--- src/rtl/sum_bcd_display.sv ---
// Binary-to-BCD (double dabble) converter with scanned 7-segment output; done arrives IN_WIDTH+2 cycles after load.
// Loads are ignored while busy; the digit scan runs freely alongside conversions.
module sum_bcd_display #(
    parameter int IN_WIDTH    = 11,
    parameter int DIGITS      = 4,
    parameter int REFRESH_DIV = 50000
) (
    input  logic                clk,
    input  logic                rst,
    input  logic [IN_WIDTH-1:0] value,
    input  logic                load,
    output logic                busy,
    output logic                done,
    output logic                overflow,
    output logic [6:0]          seg,
    output logic [DIGITS-1:0]   an
);

    function automatic int bcd_digits(input int w);
        longint unsigned maxv;
        longint unsigned lim;
        int d;
        maxv = (64'd1 << w) - 64'd1;
        lim  = 64'd10;
        d    = 1;
        for (int i = 0; i < 19; i++) begin
            if (lim <= maxv) begin
                d   = d + 1;
                lim = lim * 64'd10;
            end
        end
        return d;
    endfunction

    function automatic logic [6:0] seg_of(input logic [3:0] d);
        case (d)
            4'd0:    seg_of = 7'b1000000;
            4'd1:    seg_of = 7'b1111001;
            4'd2:    seg_of = 7'b0100100;
            4'd3:    seg_of = 7'b0110000;
            4'd4:    seg_of = 7'b0011001;
            4'd5:    seg_of = 7'b0010010;
            4'd6:    seg_of = 7'b0000010;
            4'd7:    seg_of = 7'b1111000;
            4'd8:    seg_of = 7'b0000000;
            4'd9:    seg_of = 7'b0010000;
            default: seg_of = 7'b1111111;
        endcase
    endfunction

    localparam int CONV_DIGITS = bcd_digits(IN_WIDTH);
    localparam int NB          = (CONV_DIGITS > DIGITS) ? CONV_DIGITS : DIGITS;
    localparam int BW          = 4 * NB;
    localparam int BIT_W       = (IN_WIDTH > 1) ? $clog2(IN_WIDTH) : 1;
    localparam int CNT_W       = (REFRESH_DIV > 1) ? $clog2(REFRESH_DIV) : 1;
    localparam int IDX_W       = (DIGITS > 1) ? $clog2(DIGITS) : 1;

    typedef enum logic [1:0] {IDLE, SHIFT, LATCH} state_t;

    state_t                 state, state_nx;
    logic [IN_WIDTH-1:0]    bin;
    logic [BW-1:0]          bcd, bcd_adj;
    logic [4*DIGITS-1:0]    disp;
    logic [BIT_W-1:0]       bit_cnt;
    logic                   upd;
    logic                   high_nz;

    always_comb begin
        bcd_adj = bcd;
        for (int i = 0; i < NB; i++) begin
            if (bcd[4*i +: 4] >= 4'd5) bcd_adj[4*i +: 4] = bcd[4*i +: 4] + 4'd3;
        end
    end

    if (NB > DIGITS) begin : g_ovf
        assign high_nz = |bcd[BW-1:4*DIGITS];
    end else begin : g_no_ovf
        assign high_nz = 1'b0;
    end

    always_comb begin
        state_nx = state;
        case (state)
            IDLE:    if (load) state_nx = SHIFT;
            SHIFT:   if (bit_cnt == '0) state_nx = LATCH;
            LATCH:   state_nx = IDLE;
            default: state_nx = IDLE;
        endcase
    end

    assign busy = (state != IDLE);

    // done is delayed one cycle past the display-register write so it lines up with the registered seg output
    always_ff @(posedge clk) begin
        if (rst) begin
            state    <= IDLE;
            bin      <= '0;
            bcd      <= '0;
            bit_cnt  <= '0;
            disp     <= '0;
            overflow <= 1'b0;
            upd      <= 1'b0;
            done     <= 1'b0;
        end else begin
            state <= state_nx;
            upd   <= (state == LATCH);
            done  <= upd;
            case (state)
                IDLE: begin
                    if (load) begin
                        bin     <= value;
                        bcd     <= '0;
                        bit_cnt <= BIT_W'(IN_WIDTH - 1);
                    end
                end
                SHIFT: begin
                    {bcd, bin} <= {bcd_adj, bin} << 1;
                    bit_cnt    <= bit_cnt - 1'b1;
                end
                LATCH: begin
                    disp     <= bcd[4*DIGITS-1:0];
                    overflow <= high_nz;
                end
                default: ;
            endcase
        end
    end

    logic [CNT_W-1:0] scan_cnt;
    logic [IDX_W-1:0] idx;

    always_ff @(posedge clk) begin
        if (rst) begin
            scan_cnt <= '0;
            idx      <= '0;
        end else if (scan_cnt == CNT_W'(REFRESH_DIV - 1)) begin
            scan_cnt <= '0;
            idx      <= (idx == IDX_W'(DIGITS - 1)) ? '0 : idx + 1'b1;
        end else begin
            scan_cnt <= scan_cnt + 1'b1;
        end
    end

    logic [3:0] cur;
    logic       cur_blank;
    logic       lz;
    logic [6:0] seg_nx;

    // lz tracks "this digit and everything above it is zero" while walking down from the MSD
    always_comb begin
        cur       = '0;
        cur_blank = 1'b0;
        lz        = 1'b1;
        for (int i = DIGITS - 1; i >= 0; i--) begin
            lz = lz & (disp[4*i +: 4] == 4'd0);
            if (idx == IDX_W'(i)) begin
                cur       = disp[4*i +: 4];
                cur_blank = lz && (i != 0);
            end
        end
        if (overflow)       seg_nx = 7'b0111111;
        else if (cur_blank) seg_nx = 7'b1111111;
        else                seg_nx = seg_of(cur);
    end

    always_ff @(posedge clk) begin
        if (rst) begin
            an  <= '1;
            seg <= 7'b1111111;
        end else begin
            an  <= ~(DIGITS'(1) << idx);
            seg <= seg_nx;
        end
    end

endmodule

--- config.mk ---
export PLATFORM = sky130hd
export DESIGN_NAME = sum_bcd_display
export DESIGN_NICKNAME = d
export VERILOG_FILES = /design/src/rtl/sum_bcd_display.sv
export SDC_FILE = /design/constraint.sdc
export NUM_CORES = 1
export LEC_CHECK = 0
export CORE_MARGIN = 4
export CORE_UTILIZATION = 35
export CTS_CLUSTER_SIZE = 30
export DETAILED_ROUTE_END_ITERATION = 7
export SYNTH_ARGS = -nofsm -noshare
export SYNTH_HDL_FRONTEND = slang
export SYNTH_SLANG_ARGS = --single-unit
--- constraint.sdc ---
create_clock -name clk -period 3.35 [get_ports clk]
set_input_delay 0.5025 -clock clk [delete_from_list [all_inputs] [get_ports clk]]
set_output_delay 0.5025 -clock clk [all_outputs]
set_load 0.01 [all_outputs]
==> results.cfg, run 1 <==
[run_status]
status = finished, final reports clean

[yosys]
yosysTopAreaCellShare_pct = 42.2
synth_seq_cells = 80
syn_area_mm2 = 0.00379
syn_nets = 491
yosysSeqAreaShare_pct = 42.2
yosysTopAreaCell = dfxtp_1
synth_warnings = 0
async_reset_ff_share_pct = 0
synthDistinctLibCells = 52
netlist_instances = 461
synth.avg_cell_area_um2 = 8.23
synth_ff_type = dfxtp_1
synthTopCellsByArea = dfxtp_1, nor2_1, ha_1, a21oi_1, nand2_1
synth_edf_count = 0

[worst_setup_path]
crit_fanout = 22
cp.arrival_ns = 1.86
worstPathRequired_ns = 2.85
path_class = reg -> out
critPathCaptureType = output port
startpoint_type = flop

[placement]
gp_congestion = 0.797
hpwl_um = 4970
io_buffers = 26

[detailed_routing]
antenna_left = 0
wl_per_cell_um = 12.0
num_vias = 2984
drtIter0Drc = 138
drtPass1Iterations = 4
drc = 0
vias_per_cell = 4.86
routed_wl_um = 7350

[sta]
drv_slew = 0
fmax_mhz = 424
tightest_slew_ns = 0.678
maxSlewHeadroom_pct = 54.8
rsz0062_at_grt = no
layout_min_cycle_time_ns = 2.36
finalHoldViolations = 0
min_period_over_period_pct = 70.5
clock_skew_ns = 0.00863
setup_viol = 0
final.setup.tns_ns = 0
whs_ns = 0.449

[layout]
nets = 503
area_growth_pct = 13.8
mostFrequentLayoutCell = dfxtp_1
utilization_pct = 41.3
final_cell_mix = dfxtp_1, nor2_1, nand2_1, a21oi_1, clkdlybuf4s50_1
drive_above_1_share_pct = 6.90
diodes = 0

[clock_network]
post_cts_resized = 0
htreeDepth = 3
cts_root_buf = clkbuf_8
ctsLongestPathBuffers = 2
clk_latency_ns = 0.36
cts.clk_slew.worst_paths_ns = 0.08
cts_inserted_buffers = 9
cts_tree = done
ctsHoldBuffers = 0
clock_sinks = 80
cts_setup_buffers = 0

[grt]
track_usage_pct = 12.1
grt_max_degree = 49
first_global_vias = 2758
grt_pass1_wl_um = 12700
antenna_found_initial = 0
grt_overflow = 0

[floorplanning]
die_x_um = 112
dieArea_mm2 = 0.0126
rows = 37
die_h_um = 112
core_mm2 = 0.0105
start_util_pct = 36.3
ios = 28

[pwr]
irDropWorstVdd_v = 0.000367
power.leakage_nw = 1.56
finalPower_w = 0.00191
power_density_mw_per_mm2 = 443

[run]
maxCapViolCount = 0

[hold_path]
hp-class = reg -> reg
[cell type report]
| class | instances | area [um2] |
|---|---|---|
| fillers | 1072 | 6140 |
| well taps | 136 | 170 |
| inverters | 20 | 75.1 |
| multi-input cells | 332 | 1990 |
| clock buffers | 12 | 145 |
| clock inverters | 4 | 53.8 |
| repair buffers | 30 | 285 |
| flip-flops and latches | 80 | 1600 |
[final timing paths]
path / start / endpoint / slack [ns] / depth (start not counted)
setup / recovery: state[1] / busy / 0.99 / 2
hold / removal: scan_cnt[0] / scan_cnt[0] / 0.45 / 1
setup reg to reg: idx[1] / seg[3] / 1.03 / 9
hold reg to reg: scan_cnt[0] / scan_cnt[0] / 0.45 / 1
[cells in the mapped netlist, drive strengths merged (2+ instances only)]
library cell and number:
nor3b 3, o211ai 4, clkbuf 17, xor2 6
buf 12, nand2b 11, nand3 8, nand2 47
dfxtp 80, a221o 2, nand4 3, a32oi 3
o41ai 2, nor4b 2, and3 4, a21o 3
xnor2 15, a211oi 6, or2 3, a22oi 7
nor2b 15, mux2i 3, nand3b 6, a21oi 39
a221oi 2, ha 16, nor2 76, o21ai 14
mux2 2, inv 19, nor3 17
[sequential cells by signal, indices dropped and copies added (netlist names)]
signal,cells
upd,1
disp,16
bin,11
an,4
state,2
seg,7
scan_cnt,16
bcd,16
done,1
bit_cnt,4
idx,2
[metrics by stage]
stage          worst slack, ns  instances  instance area [um2]
6_report                 0.989        614                 4320
5_1_grt                  0.839        614                 4320
4_1_cts                  0.949        614                 4320
3_5_place_dp              1.04        598                 4120
3_3_place_gp              1.10        598                 4120
2_1_floorplan             1.22        461                 3790
[cells by family after synthesis]
group	synth area share [%]
AND/OR/NAND/NOR	25.4
AO/OA/AOI/OAI	15.4
flip-flops	42.2
buffers and inverters	5.41
XOR/XNOR	4.85
adder cells (fa/ha/maj)	5.28
multiplexers	1.38
other	0.0988
[power breakdown]
part | internal (W) | switching (W)
combinational | 0.0000839 | 0.000106
clock | 0.000366 | 0.000347
sequential | 0.000985 | 0.0000264
total | 0.00143 | 0.000479
[worst max-delay path, cell delays in order, from the launching register on]
cell,delay [ns]
dfxtp_1,0.76
or2_2,0.22
clkdlybuf4s50_1,0.52
[routing by layer]
layer  global-route usage [%]  share of wire [%]  vias up
met1                     15.6                 50     1356
met5                        0                  0        -
met2                     18.8                 45       47
met4                     5.37               0.76        0
li1                         -                  -     1579
met3                     3.61                4.8        2
Power figures use the tool's default switching activity.
==> inputs of run 2 (changes only) <==
clock period = 2.4 ns   (was 3.35 ns; I/O delays follow)
==> run 2 against run 1 <==
Net effect: sequential power up 40%; worst setup slack worse by 0.85 ns; global-route usage decreased by 0.17 points; count of clock-buffer cells in the layout fell by 2; combinational power rose by 49%; critical path depth up 7; cell area up 2.1%.
==> results.cfg, run 2 (synthesized netlist as in run 1, its figures left out) <==
[sta]
drv_slew = 0
min_period_over_period_pct = 94.1
tightest_slew_ns = 0.609
fmax_mhz = 443
finalHoldViolations = 0
maxSlewHeadroom_pct = 59.4
worst_slack_ns = 0.143
whs_ns = 0.399
clock_skew_ns = 0.00841
layout_min_cycle_time_ns = 2.26
setup_viol = 0

[layout]
nets = 512
utilization_pct = 42.1
final_cell_mix = dfxtp_1, nor2_1, nand2_1, a21oi_1, clkdlybuf4s50_1
postLayoutCellArea_mm2 = 0.00441
drive_above_1_share_pct = 9.45
reg.largest.list = bcd x16, disp x16, scan_cnt x16
diodes = 0
area_growth_pct = 16.2
fillers = 1094
mostFrequentLayoutCell = dfxtp_1

[placement]
gp_congestion = 0.785
dpl_cell_area_mm2 = 0.00418
place_ws_ns = 0.114
hpwl_um = 5170
io_buffers = 26

[detailed_routing]
vias_per_cell = 4.90
drc = 0
drtIter0Drc = 119
num_vias = 3052
routed_wl_um = 7380
antenna_left = 0
drtPass1Iterations = 4
wl_per_cell_um = 11.8

[clock_network]
clk_latency_ns = 0.35
cts_root_buf = clkbuf_8
cts_inserted_buffers = 9
clock_sinks = 80
htreeDepth = 3
ctsLongestPathBuffers = 2
cts_tree = done
ctsHoldBuffers = 0
cts.clk_slew.worst_paths_ns = 0.09

[hold_path]
min_path_cells = 2
worstHoldStart = rst
hp-class = in -> reg

[grt]
antenna_found_initial = 0
grt_overflow = 0
grt_max_degree = 43
grt_pass1_wl_um = 12700
first_global_vias = 2785
track_usage_pct = 12.0

[worst_setup_path]
crit_fanout = 10
path_class = reg -> reg
rr_endpoint = seg[3]
cp-startpoint = idx[0]
cp.arrival_ns = 2.48
path_cells = inv_1, ha_1, a211oi_1, a221o_1, clkinv_1, ha_1, inv_1, o21ai_0, o311ai_1
reg2regPathDepth = 9
reg2reg_setup_slack_ns = 0.14
critical_path.slowest_cell = dfxtp_1
endpoint = seg[3]
critPathCaptureType = flop
worstPathRequired_ns = 2.62
startpoint_type = flop
r2r-start = idx[0]
slowest_delay_ns = 0.40

[run]
maxCapViolCount = 0

[floorplanning]
dieArea_mm2 = 0.0126
rows = 37
die_x_um = 112
die_h_um = 112
core_mm2 = 0.0105
start_util_pct = 36.3
ios = 28

[pwr]
power.leakage_nw = 1.62
irDropWorstVdd_v = 0.000248
finalPower_w = 0.00270
power_density_mw_per_mm2 = 612

[run_status]
status = finished, final reports clean
-- run 2: cell count changes in the layout (fill, tap and decap cells not counted), moves of 2 or more --
cell,previous run,this run
buf_4,4,12
clkbuf_1,2,0
clkinv_2,0,2
ha_1,16,14
ha_2,0,2
inv_6,0,2
-- run 2: stage by stage --
step           TNS [ns]  std cells
2_1_floorplan         0        461
3_3_place_gp          0        604
3_5_place_dp          0        604
4_1_cts               0        620
5_1_grt         -0.0120        623
6_report              0        623
-- run 2: how the worst min path moves through the flow --
| stage | end |
|---|---|
| after global placement | scan_cnt[0] |
| after floorplan | scan_cnt[0] |
| after CTS | idx[0] |
| final | idx[0] |
| after detailed placement | scan_cnt[0] |
| after global routing | done |
-- run 2: layer usage --
layer  global-route usage (%)  part of all wire [%]  up-vias
met2                     19.1                    46       47
met4                     4.49                   1.8        0
li1                         -                     -     1587
met3                     3.72                   3.8        9
met1                     15.1                    48     1409
met5                        0                     0        -
-- run 2: where the power goes --
part / switching (W) / internal (W)
registers: 0.0000321 / 0.00137
clock network: 0.000494 / 0.000513
logic: 0.000156 / 0.000127
total: 0.000682 / 0.00201
-- run 2: cell type report --
type	instances	area, um2	share of cell area [%]
Inverter	20	75.1	1.70
Sequential cell	80	1600	36.3
Clock inverter	6	65.1	1.48
Multi-Input combinational cell	332	1990	45.2
Timing Repair Buffer	39	365	8.29
Tap cell	136	170	3.86
Clock buffer	10	138	3.12
-- run 2: worst max-delay path, delay by kind of cell (launching register included) --
kind            cells  cell delay [ns]
buf+inv             3             0.26
fa+ha+maj           2             0.61
compound gates      4             0.86
flops               1             0.40
-- run 2: what timing repair did --
item                                    4_1_cts  5_1_grt
buffers inserted                              0        3
endpoints found under the setup margin        0        2
gates resized for setup                       0        2
